File: config.mk
export PLATFORM = sky130hd
export DESIGN_NAME = beat_sequencer
export DESIGN_NICKNAME = d
export VERILOG_FILES = /design/src/rtl/beat_sequencer.sv
export SDC_FILE = /design/constraint.sdc
export NUM_CORES = 1
export LEC_CHECK = 0
export BUFFER_PORTS_ARGS = -buffer_cell sky130_fd_sc_hd__buf_4
export CORE_MARGIN = 2
export CORE_UTILIZATION = 30
export DETAILED_ROUTE_END_ITERATION = 10
export GPL_TIMING_DRIVEN = 0
export PLACE_DENSITY = 0.53
export REMOVE_ABC_BUFFERS = 1
export SETUP_SLACK_MARGIN = 0.4
export SYNTH_ARGS = -nofsm -noshare
export SYNTH_HDL_FRONTEND = slang
export SYNTH_SLANG_ARGS = --single-unit
File: constraint.sdc
create_clock -name CLK -period 6 [get_ports CLK]
set_clock_uncertainty 0.2 [all_clocks]
set_input_delay 0.6 -clock CLK [delete_from_list [all_inputs] [get_ports CLK]]
set_output_delay 0.6 -clock CLK [all_outputs]
set_load 0.02 [all_outputs]
File: src/rtl/beat_sequencer.sv
// beat_sequencer
// ----------------------------------------------------------------------------
// Machine-cycle sequencer for the main control unit. It produces the fetch
// (W1) and execute (W2) beats and the four timing pulses T1..T4 within a
// beat. It also captures the instruction register on CPIR and keeps a
// registered one-hot decode of the opcode field.
//
// The execute beat length depends on the latched opcode:
//   MOV1 and MOV2 end at T3, MOV3 ends at T4, and every other opcode
//   (including illegal ones) ends at T1.
// A G strobe while running stops the machine on the next edge. STEP=1 stops
// it at the end of each instruction.
//
// Ports
//   CLK      system clock, rising edge
//   CLRN     synchronous reset, active-low
//   START    run request; honoured only while stopped
//   STEP     single-step mode level, sampled at the last execute T
//   IR       instruction bus; opcode field is IR[OP_LSB+4:OP_LSB]
//   CPIR     IR load strobe
//   G        halt strobe
//   T1..T4   one-hot timing pulses
//   W1, W2   fetch / execute beat
//   P        running qualifier (W1|W2)
//   STOPPED  machine idle
//   MOV1..HALT, ILL  registered one-hot opcode decode
// All outputs come straight from flops.
// ----------------------------------------------------------------------------
module beat_sequencer #(
    parameter int IR_W   = 8,
    parameter int OP_LSB = 3
) (
    input  logic            CLK,
    input  logic            CLRN,
    input  logic            START,
    input  logic            STEP,
    input  logic [IR_W-1:0] IR,
    input  logic            CPIR,
    input  logic            G,
    output logic            T1,
    output logic            T2,
    output logic            T3,
    output logic            T4,
    output logic            W1,
    output logic            W2,
    output logic            P,
    output logic            STOPPED,
    output logic            MOV1,
    output logic            MOV2,
    output logic            MOV3,
    output logic            ADD,
    output logic            SUB,
    output logic            MUL,
    output logic            DIV,
    output logic            SHIFT,
    output logic            AND,
    output logic            OR,
    output logic            XOR,
    output logic            AN,
    output logic            A1,
    output logic            AB1,
    output logic            OA,
    output logic            OB,
    output logic            HALT,
    output logic            ILL
);

    // One-hot state encoding, so the W1/W2/STOPPED outputs are plain flop bits.
    typedef enum logic [2:0] {
        ST_STOP  = 3'b001,
        ST_FETCH = 3'b010,
        ST_EXEC  = 3'b100
    } state_t;

    state_t          state_r;
    state_t          state_s;
    logic [1:0]      t_idx_r;     // 0..3 stands for T1..T4
    logic [1:0]      t_idx_s;
    logic [3:0]      t_oh_r;      // bit 0 = T1
    logic [3:0]      t_oh_s;
    logic            p_r;
    logic            p_s;
    logic [IR_W-1:0] ir_r;
    logic [17:0]     dec_r;       // bits 0..16 = ops, bit 17 = ILL
    logic [4:0]      op_s;
    logic [4:0]      op_in_s;
    logic [1:0]      last_idx_s;
    logic            unused_ir_s;

    // Decodes a 5-bit opcode field into the 17 op lines plus ILL.
    function automatic logic [17:0] decode_op(input logic [4:0] op);
        logic [17:0] d;
        d = 18'd0;
        if (op <= 5'd16) begin
            d[op] = 1'b1;
        end else begin
            d[17] = 1'b1;
        end
        return d;
    endfunction

    assign op_s        = ir_r[OP_LSB+4:OP_LSB];
    assign op_in_s     = IR[OP_LSB+4:OP_LSB];
    assign unused_ir_s = ^ir_r;

    // Last T index of the execute beat, taken from the latched opcode.
    always_comb begin
        last_idx_s = 2'd0;
        case (op_s)
            5'd0, 5'd1: last_idx_s = 2'd2;
            5'd2:       last_idx_s = 2'd3;
            default:    last_idx_s = 2'd0;
        endcase
    end

    // Next beat / T selection and the next registered pulse values.
    always_comb begin
        state_s = state_r;
        t_idx_s = t_idx_r;
        t_oh_s  = 4'b0000;
        p_s     = 1'b0;
        case (state_r)
            ST_STOP: begin
                t_idx_s = 2'd0;
                if (START) begin
                    state_s = ST_FETCH;
                end else begin
                    state_s = ST_STOP;
                end
            end
            ST_FETCH: begin
                if (G) begin
                    state_s = ST_STOP;
                    t_idx_s = 2'd0;
                end else if (t_idx_r >= 2'd2) begin
                    state_s = ST_EXEC;
                    t_idx_s = 2'd0;
                end else begin
                    t_idx_s = t_idx_r + 2'd1;
                end
            end
            ST_EXEC: begin
                // ">=" rather than "==": a CPIR reload mid-execute can
                // shorten the beat, and the beat must still terminate.
                if (G) begin
                    state_s = ST_STOP;
                    t_idx_s = 2'd0;
                end else if (t_idx_r >= last_idx_s) begin
                    t_idx_s = 2'd0;
                    if (STEP) begin
                        state_s = ST_STOP;
                    end else begin
                        state_s = ST_FETCH;
                    end
                end else begin
                    t_idx_s = t_idx_r + 2'd1;
                end
            end
            default: begin
                state_s = ST_STOP;
                t_idx_s = 2'd0;
            end
        endcase
        if (state_s == ST_STOP) begin
            t_oh_s = 4'b0000;
            p_s    = 1'b0;
        end else begin
            t_oh_s = 4'b0001 << t_idx_s;
            p_s    = 1'b1;
        end
    end

    // Sequencer state and the registered beat/pulse outputs.
    always_ff @(posedge CLK) begin
        if (!CLRN) begin
            state_r <= ST_STOP;
            t_idx_r <= 2'd0;
            t_oh_r  <= 4'b0000;
            p_r     <= 1'b0;
        end else begin
            state_r <= state_s;
            t_idx_r <= t_idx_s;
            t_oh_r  <= t_oh_s;
            p_r     <= p_s;
        end
    end

    // Instruction register and its decode. Decoding the incoming bus gives
    // valid lines one cycle after the CPIR edge.
    always_ff @(posedge CLK) begin
        if (!CLRN) begin
            ir_r  <= '0;
            dec_r <= 18'd0;
        end else if (CPIR) begin
            ir_r  <= IR;
            dec_r <= decode_op(op_in_s);
        end else begin
            ir_r  <= ir_r;
            dec_r <= dec_r;
        end
    end

    assign T1      = t_oh_r[0];
    assign T2      = t_oh_r[1];
    assign T3      = t_oh_r[2];
    assign T4      = t_oh_r[3];
    assign W1      = state_r[1];
    assign W2      = state_r[2];
    assign STOPPED = state_r[0];
    assign P       = p_r;

    assign MOV1  = dec_r[0];
    assign MOV2  = dec_r[1];
    assign MOV3  = dec_r[2];
    assign ADD   = dec_r[3];
    assign SUB   = dec_r[4];
    assign MUL   = dec_r[5];
    assign DIV   = dec_r[6];
    assign SHIFT = dec_r[7];
    assign AND   = dec_r[8];
    assign OR    = dec_r[9];
    assign XOR   = dec_r[10];
    assign AN    = dec_r[11];
    assign A1    = dec_r[12];
    assign AB1   = dec_r[13];
    assign OA    = dec_r[14];
    assign OB    = dec_r[15];
    assign HALT  = dec_r[16];
    assign ILL   = dec_r[17];

endmodule
After elaboration in Yosys (flattened, before gate mapping):

Cells that the tools add are included.

* bits of input ports: 14
* register bits after elaboration: 36
* word-level logic and storage cells: 42
* output and inout port bits: 26

* add/sub/neg operators: 1
* reductions and logical operators: 4
* equal/unequal tests: 6
* mux-type cells: 18
* shifts and indexed selects: 1
* bitwise logic cells: 1
* order comparisons: 5

Operator list (number)
* $mux W17: 1
* $mux W2: 6
* $mux W3: 4
* $pmux W3 S3: 1
* $pmux W2 S2: 2
* $eq A3 B1 Y1 const B: 2
* $lt A5 B6 Y1 const B: 1
* $demux W1 S5: 1
* $eq A5 B1 Y1 const B: 1
* $eq A5 B2 Y1 const B: 1
* $ge A5 B1 Y1 const B: 1
* $le A5 B5 Y1 const B: 1
* $logic_not A5 Y1: 1
* $reduce_or A2 Y1: 2
* $shl A1 B2 Y4 const A: 1
* $eq A3 B2 Y1 const B: 1
* $eq A3 B3 Y1 const B: 1
* $mux W1: 3
* $add A2 B1 Y2 const B: 1
* $ge A2 B2 Y1: 1
* $ge A2 B2 Y1 const B: 1
* $logic_and A1 B1 Y1: 1
* $not A1 Y1: 1

Logic depth before layout (Yosys ltp):

Gate-level depths: netlist of run 1.

* depth after elaboration: 9
* mapped depth: 7
* gate-level depth less buffers: 7

Least setup slack after synthesis of run 1:

Ideal clock, no wire load.

* path kind: reg2reg
* start point: reg ir_r[3]
* end point: reg t_oh_r[2]
* setup time: 0.060 ns
* cell stages (with the launch flop): 8
* clock period less this slack: 2.018 ns
* required time: 5.740 ns
* buffers on the path: 0
* arrival time: 1.758 ns
* slack: 3.982 ns
* path through: dfxtp_1 nand2b_1 nor4_1 ha_1 nand2b_1 a21oi_1 a32o_1 and3_1

* word-level cells in the longest chain between the ends: 9

RTL lines
* from (decl): RTL line 83 `logic [IR_W-1:0] ir_r;`
* from (signal assigned): RTL line 198 `ir_r <= ir_r;`
* $eq A5 B1 Y1 / $logic_not A5 Y1 (equally long branches): RTL line 109 `case (op_s)`
* $reduce_or A2 Y1: RTL line 109
* $pmux W2 S2 (*): RTL line 109
* $ge A2 B2 Y1 (*): RTL line 148 `end else if (t_idx_r >= last_idx_s) begin`
* $mux W3: RTL line 148
* $mux W3: RTL line 145 `if (G) begin`
* $pmux W3 S3: RTL line 122 `case (state_r)`
* $eq A3 B1 Y1: RTL line 164 `if (state_s == ST_STOP) begin`
* $reduce_or A2 Y1 (no source line)
* to (signal assigned): RTL line 183 `t_oh_r <= t_oh_s;`
* to (decl): RTL line 79 `logic [3:0] t_oh_r;`

Mark *: on every way between the ends. The rest lies on a longest branch, timed or not.
A chain may end at the register's enable or synchronous reset.

Worst setup path in the final report of run 1:

* start point: reg ir_r[3]
* end point: reg t_oh_r[3]

Same word-level chain as after synthesis.

==> results.json, run 1 <==
{
  "dr.first_iter.drc_count": 37,
  "final_common_cell": "buf_4",
  "leakagePower_nw": 0.770,
  "place_congestion": 0.729,
  "yosys.area_share.simple_pct": 25.4,
  "root_buffer": "clkbuf_8",
  "synth_xor_area_share_pct": 0.595,
  "ant_nets": 0,
  "clock_sinks": 33,
  "overflow": 0,
  "start_util_pct": 31.2,
  "worstMarginPinSlew_ns": 0.476,
  "grtUsageTotal_pct": 12.1,
  "wl_per_cell_um": 12.2,
  "dpl-instance-area_mm2": 0.00179,
  "crit_arrival_ns": 2.31,
  "async_flop_share_pct": 0,
  "crit_fanout": 6,
  "cp_slowest_cell": "a21oi_1",
  "ys.flop_type": "dfxtp_1",
  "clk_latency_ns": 0.28,
  "powerDensity_mw_per_mm2": 256,
  "drc": 0,
  "synth-compound-area-share_pct": 14.6,
  "avgSynthCellArea_um2": 9.37,
  "slowest_delay_ns": 0.43,
  "cts_tree": "done",
  "drive_gt1_share_pct": 26.8,
  "hold_class": "reg2reg",
  "path_delay_family": "compound AO/OA/AOI/OAI gates",
  "io_buffers": 36,
  "fmax_mhz": 437,
  "status": "finished clean",
  "critPathBufInv": 0,
  "hold_buffers": 0,
  "maxCapViolCount": 0,
  "antenna_found_initial": 0,
  "htree_levels": 2,
  "postCtsResizedCells": 0,
  "hold_viol": 0,
  "setup_viol": 0,
  "die_h_um": 74.0,
  "nets": 212,
  "synth_cell_types": 39,
  "critical_path_class": "reg2reg",
  "syn_area_mm2": 0.00147,
  "core-area_mm2": 0.00472,
  "period_needed_ns": 2.29,
  "rows": 25,
  "layout_common_cells": "36 x buf_4, 33 x dfxtp_1, 20 x inv_1",
  "post-route-worst-setup-slack_ns": 3.71,
  "grt_start_max_net_pins": 30,
  "die_area_mm2": 0.00548,
  "crit_chain": "nand2b_1 > nor4_1 > ha_1 > nand2b_1 > a21oi_1 > a32o_1 > and3_1",
  "relSlewSlack_pct": 67.8,
  "grt_pass1_wl_um": 5090,
  "synth_edf_count": 0,
  "dpl_worst_slack_ns": 3.74,
  "stdcell_area_mm2": 0.00191,
  "rsz0062_at_grt": "no",
  "postRouteWirelength_um": 3200,
  "io_pins": 40,
  "fin_setup_tns_ns": 0,
  "end_kind": "register",
  "drt_pass1_iterations": 4,
  "post_cts_buffers": 0,
  "cpMostUsedCell": "nand2b_1",
  "numCtsBuffers": 5,
  "synth_top_family_by_area": "simple AND/OR/NAND/NOR gates",
  "vdd_drop_max_mv": 0.109,
  "netlist_instances": 157,
  "area_growth_pct": 29.6,
  "vias_per_cell": 4.62,
  "min_period_over_period_pct": 38.1,
  "die_w_um": 74.0,
  "cp-start-kind": "register",
  "grt_pass1_vias": 1180,
  "maxSlewViolCount": 0,
  "synth_mux_area_share_pct": 2.72,
  "ys.warnings.count": 0,
  "cts_buffer_depth": 2,
  "nFillCells": 482,
  "place.detailed.hpwl_um": 2290,
  "antennaDiodeCount": 0,
  "synth_seq_cells": 33,
  "path_clk_slew_ns": 0.07,
  "worstPathRequired_ns": 6.02,
  "ys_seq_area_share_pct": 44.9,
  "yosys.area_share.adder_pct": 4.25,
  "vias": 1205
}
metrics by stage:
| step | std cells | power, mW | utilization (%) | hold WS, ns |
|---|---|---|---|---|
| after detailed placement | 253 | 0.279 | 37.9 | 0.274 |
| after global placement | 253 | 0.278 | 37.9 | 0.275 |
| final | 261 | 0.489 | 40.4 | 0.283 |
| after CTS | 261 | 0.496 | 40.4 | 0.285 |
| after global routing | 261 | 0.508 | 40.4 | 0.302 |
| after floorplan | 150 | 0.256 | - | 0.269 |
worst min-delay path, stage by stage (launching register included):
cell and delay [ns]:
dfxtp_1 0.31, nand2b_1 0.06, a21boi_0 0.07
cells in the mapped netlist, types with 2 or more instances:
| library cell | instances | area, um2 |
|---|---|---|
| o21ai_0 | 2 | 10.0 |
| clkbuf_1 | 5 | 18.8 |
| nor4_1 | 2 | 12.5 |
| nor2_1 | 3 | 11.3 |
| ha_1 | 5 | 62.6 |
| a21boi_0 | 2 | 15.0 |
| nand3b_1 | 3 | 22.5 |
| nor2b_1 | 4 | 25.0 |
| inv_1 | 20 | 75.1 |
| o22ai_1 | 17 | 106 |
| nand2_1 | 4 | 15.0 |
| dfxtp_1 | 33 | 661 |
| and3_1 | 2 | 12.5 |
| or3_1 | 2 | 12.5 |
| or3b_2 | 2 | 17.5 |
| nand3_1 | 2 | 10.0 |
| and2_1 | 19 | 119 |
| mux2i_1 | 4 | 40.0 |
| nand2b_1 | 4 | 25.0 |
| a21oi_1 | 3 | 15.0 |
cell type report:
cell class | instances | area (um2) | area share (%)
timing repair buffer | 36 | 270 | 14.2
multi-input combinational | 97 | 701 | 36.7
clock buffer | 7 | 86.3 | 4.53
clock inverter | 1 | 30.0 | 1.57
tap | 67 | 83.8 | 4.40
sequential | 33 | 661 | 34.6
inverter | 20 | 75.1 | 3.94
report_power, final:
part / switching [mW] / internal (mW) / leakage (nW)
Sequential: 0.00496 / 0.224 / 0.268
Clock: 0.0801 / 0.135 / 0.0585
Combinational: 0.0242 / 0.0200 / 0.443
kinds of logic after synthesis:
kind of cell | count (synthesis)
flip-flops | 33
AND/OR/NAND/NOR | 56
AO/OA/AOI/OAI | 31
adder cells (fa/ha/maj) | 5
XOR/XNOR | 1
buffers and inverters | 27
multiplexers | 4
per-layer routing:
layer	wire length [um]	track usage, %	vias up
met1	1400	13.4	552
met3	166	3.52	8
met5	0	0	-
li1	-	-	613
met2	1560	20.9	32
met4	68	6.06	0
final timing paths:
kind	start	to	slack (ns)	cells past startpoint
max reg2reg	ir_r[3]	t_oh_r[3]	3.71	7
min	dec_r[17]	dec_r[17]	0.28	2
max	ir_r[3]	t_oh_r[3]	3.71	7
min reg2reg	dec_r[17]	dec_r[17]	0.28	2
flip-flops by register name, indices dropped and copies added, names as in the netlist:
signal   count
dec_r       18
ir_r         5
t_oh_r       4
state_r      3
t_idx_r      2
P            1
(Power assumes the default switching activity.)
==> run 2, diff against run 1 <==
PLACE_DENSITY = 0.54   (was 0.53)
clock period = 2.1 ns   (was 6 ns; I/O delays follow)
==> results.json, run 2 (synthesis gave the netlist of run 1 again) <==
{
  "wl_per_cell_um": 12.3,
  "critPathBufInv": 0,
  "maxCapViolCount": 0,
  "drt_pass1_iterations": 4,
  "top_register": "dec_r",
  "clock_sinks": 33,
  "relSlewSlack_pct": 59.7,
  "post-route-worst-setup-slack_ns": 0.185,
  "nets": 213,
  "wl_met3_um": 212,
  "htree_levels": 2,
  "area_growth_pct": 33.7,
  "numCtsBuffers": 5,
  "layout_common_cells": "37 x buf_4, 31 x dfxtp_1, 20 x inv_1",
  "top_layer_used": "met4",
  "path_delay_family": "compound AO/OA/AOI/OAI gates",
  "clk_latency_ns": 0.28,
  "overflow": 0,
  "cts_buffer_depth": 2,
  "cp_slowest_cell": "a2111o_1",
  "die_h_um": 74.0,
  "crit_arrival_ns": 1.94,
  "rrSetupSlack_ns": 0.19,
  "antenna_found_initial": 0,
  "setup_viol": 0,
  "powerDensity_mw_per_mm2": 720,
  "vias_per_cell": 4.67,
  "dr.first_iter.drc_count": 61,
  "vdd_drop_max_mv": 0.279,
  "fin_setup_tns_ns": 0,
  "power_mw": 1.42,
  "ant_nets": 0,
  "wl_met2_um": 1570,
  "postRouteWirelength_um": 3220,
  "status": "finished clean",
  "root_buffer": "clkbuf_8",
  "crit_chain": "a2111o_1 > ha_4 > a21oi_4 > a32o_2 > and3_1",
  "grt_start_max_net_pins": 30,
  "io_buffers": 36,
  "hold_buffers": 0,
  "top_regs": "dec_r: 18 flops, ir_r: 5 flops, t_oh_r: 4 flops",
  "start_util_pct": 31.2,
  "period_needed_ns": 1.91,
  "path_clk_slew_ns": 0.07,
  "rows": 25,
  "grtUsageTotal_pct": 12.9,
  "cp-start-kind": "register",
  "maxSlewViolCount": 0,
  "min_period_over_period_pct": 91.2,
  "grt_pass1_vias": 1240,
  "largest_reg_flops": 18,
  "hold_viol": 0,
  "io_pins": 40,
  "end_kind": "register",
  "slowest_delay_ns": 0.45,
  "rsz0062_at_grt": "yes",
  "crit_fanout": 5,
  "cts_tree": "done",
  "die_area_mm2": 0.00548,
  "fmax_mhz": 522,
  "worstMarginPinSlew_ns": 0.596,
  "wl_met1_um": 1420,
  "leakagePower_nw": 0.795,
  "place_congestion": 0.741,
  "critical_path_class": "reg2reg",
  "grt_pass1_wl_um": 5510,
  "dpl_worst_slack_ns": -0.145,
  "worstPathRequired_ns": 2.13,
  "drc": 0,
  "antennaDiodeCount": 0,
  "core-area_mm2": 0.00472,
  "vias": 1223,
  "place.detailed.hpwl_um": 2300,
  "final_common_cell": "buf_4",
  "die_w_um": 74.0,
  "drive_gt1_share_pct": 31.8,
  "hold_class": "in2reg"
}
-- run 2: cell count changes in the layout (fill, tap and decap cells not counted), moves of 2 or more --
cell      previous run  this run
dfxtp_2              0         2
dfxtp_1             33        31
a21oi_1              3         1
nand2b_4             0         2
nand2b_1             4         2
-- run 2: routing by layer --
layer	track usage, %	up-vias
met5	0	-
met4	4.24	0
met3	5.01	4
met2	22.5	37
met1	14.5	568
li1	-	614
-- run 2: layout make-up --
class | count | area [um2]
Fill cell | 487 | 2760
Multi-Input combinational cell | 97 | 751
Sequential cell | 33 | 663
Timing Repair Buffer | 37 | 278
Clock buffer | 7 | 86.3
Tap cell | 67 | 83.8
Inverter | 20 | 75.1
Clock inverter | 1 | 30.0
-- run 2: what timing repair did --
item,4_1_cts,5_1_grt
gates resized for setup,8,2
pin swaps,7,3
endpoints found under the setup margin,10,10
setup buffers,1,0
-- run 2: power breakdown --
| group | leakage [nW] | switching (mW) | internal, mW |
|---|---|---|---|
| combinational | 0.468 | 0.0739 | 0.0679 |
| sequential | 0.269 | 0.0156 | 0.642 |
| clock | 0.0585 | 0.230 | 0.387 |
-- run 2: stage by stage --
step           area [um2]  instances  hold slack [ns]  util, %
3_3_place_gp         1790        253            0.280     37.9
3_5_place_dp         1790        253            0.282     37.9
2_1_floorplan        1440        150            0.122        -
4_1_cts              1960        262           0.0266     41.5
5_1_grt              1970        262           0.0320     41.6
6_report             1970        262           0.0311     41.6
-- run 2: worst paths after layout --
kind	start	to	depth (start not counted)
worst max-delay path	ir_r[3]	t_oh_r[3]	5
worst min register to register	dec_r[17]	dec_r[17]	2
worst max register to register	ir_r[3]	t_oh_r[3]	5
worst min-delay path	IR[3]	ir_r[3]	3
-- run 2: worst register-to-register path: cells and delay by family (launching register included) --
kind	cells	cell delay, ns
flip-flops	1	0.33
adder cells (fa/ha/maj)	1	0.27
AO/OA/AOI/OAI	3	0.91
AND/OR/NAND/NOR	1	0.16
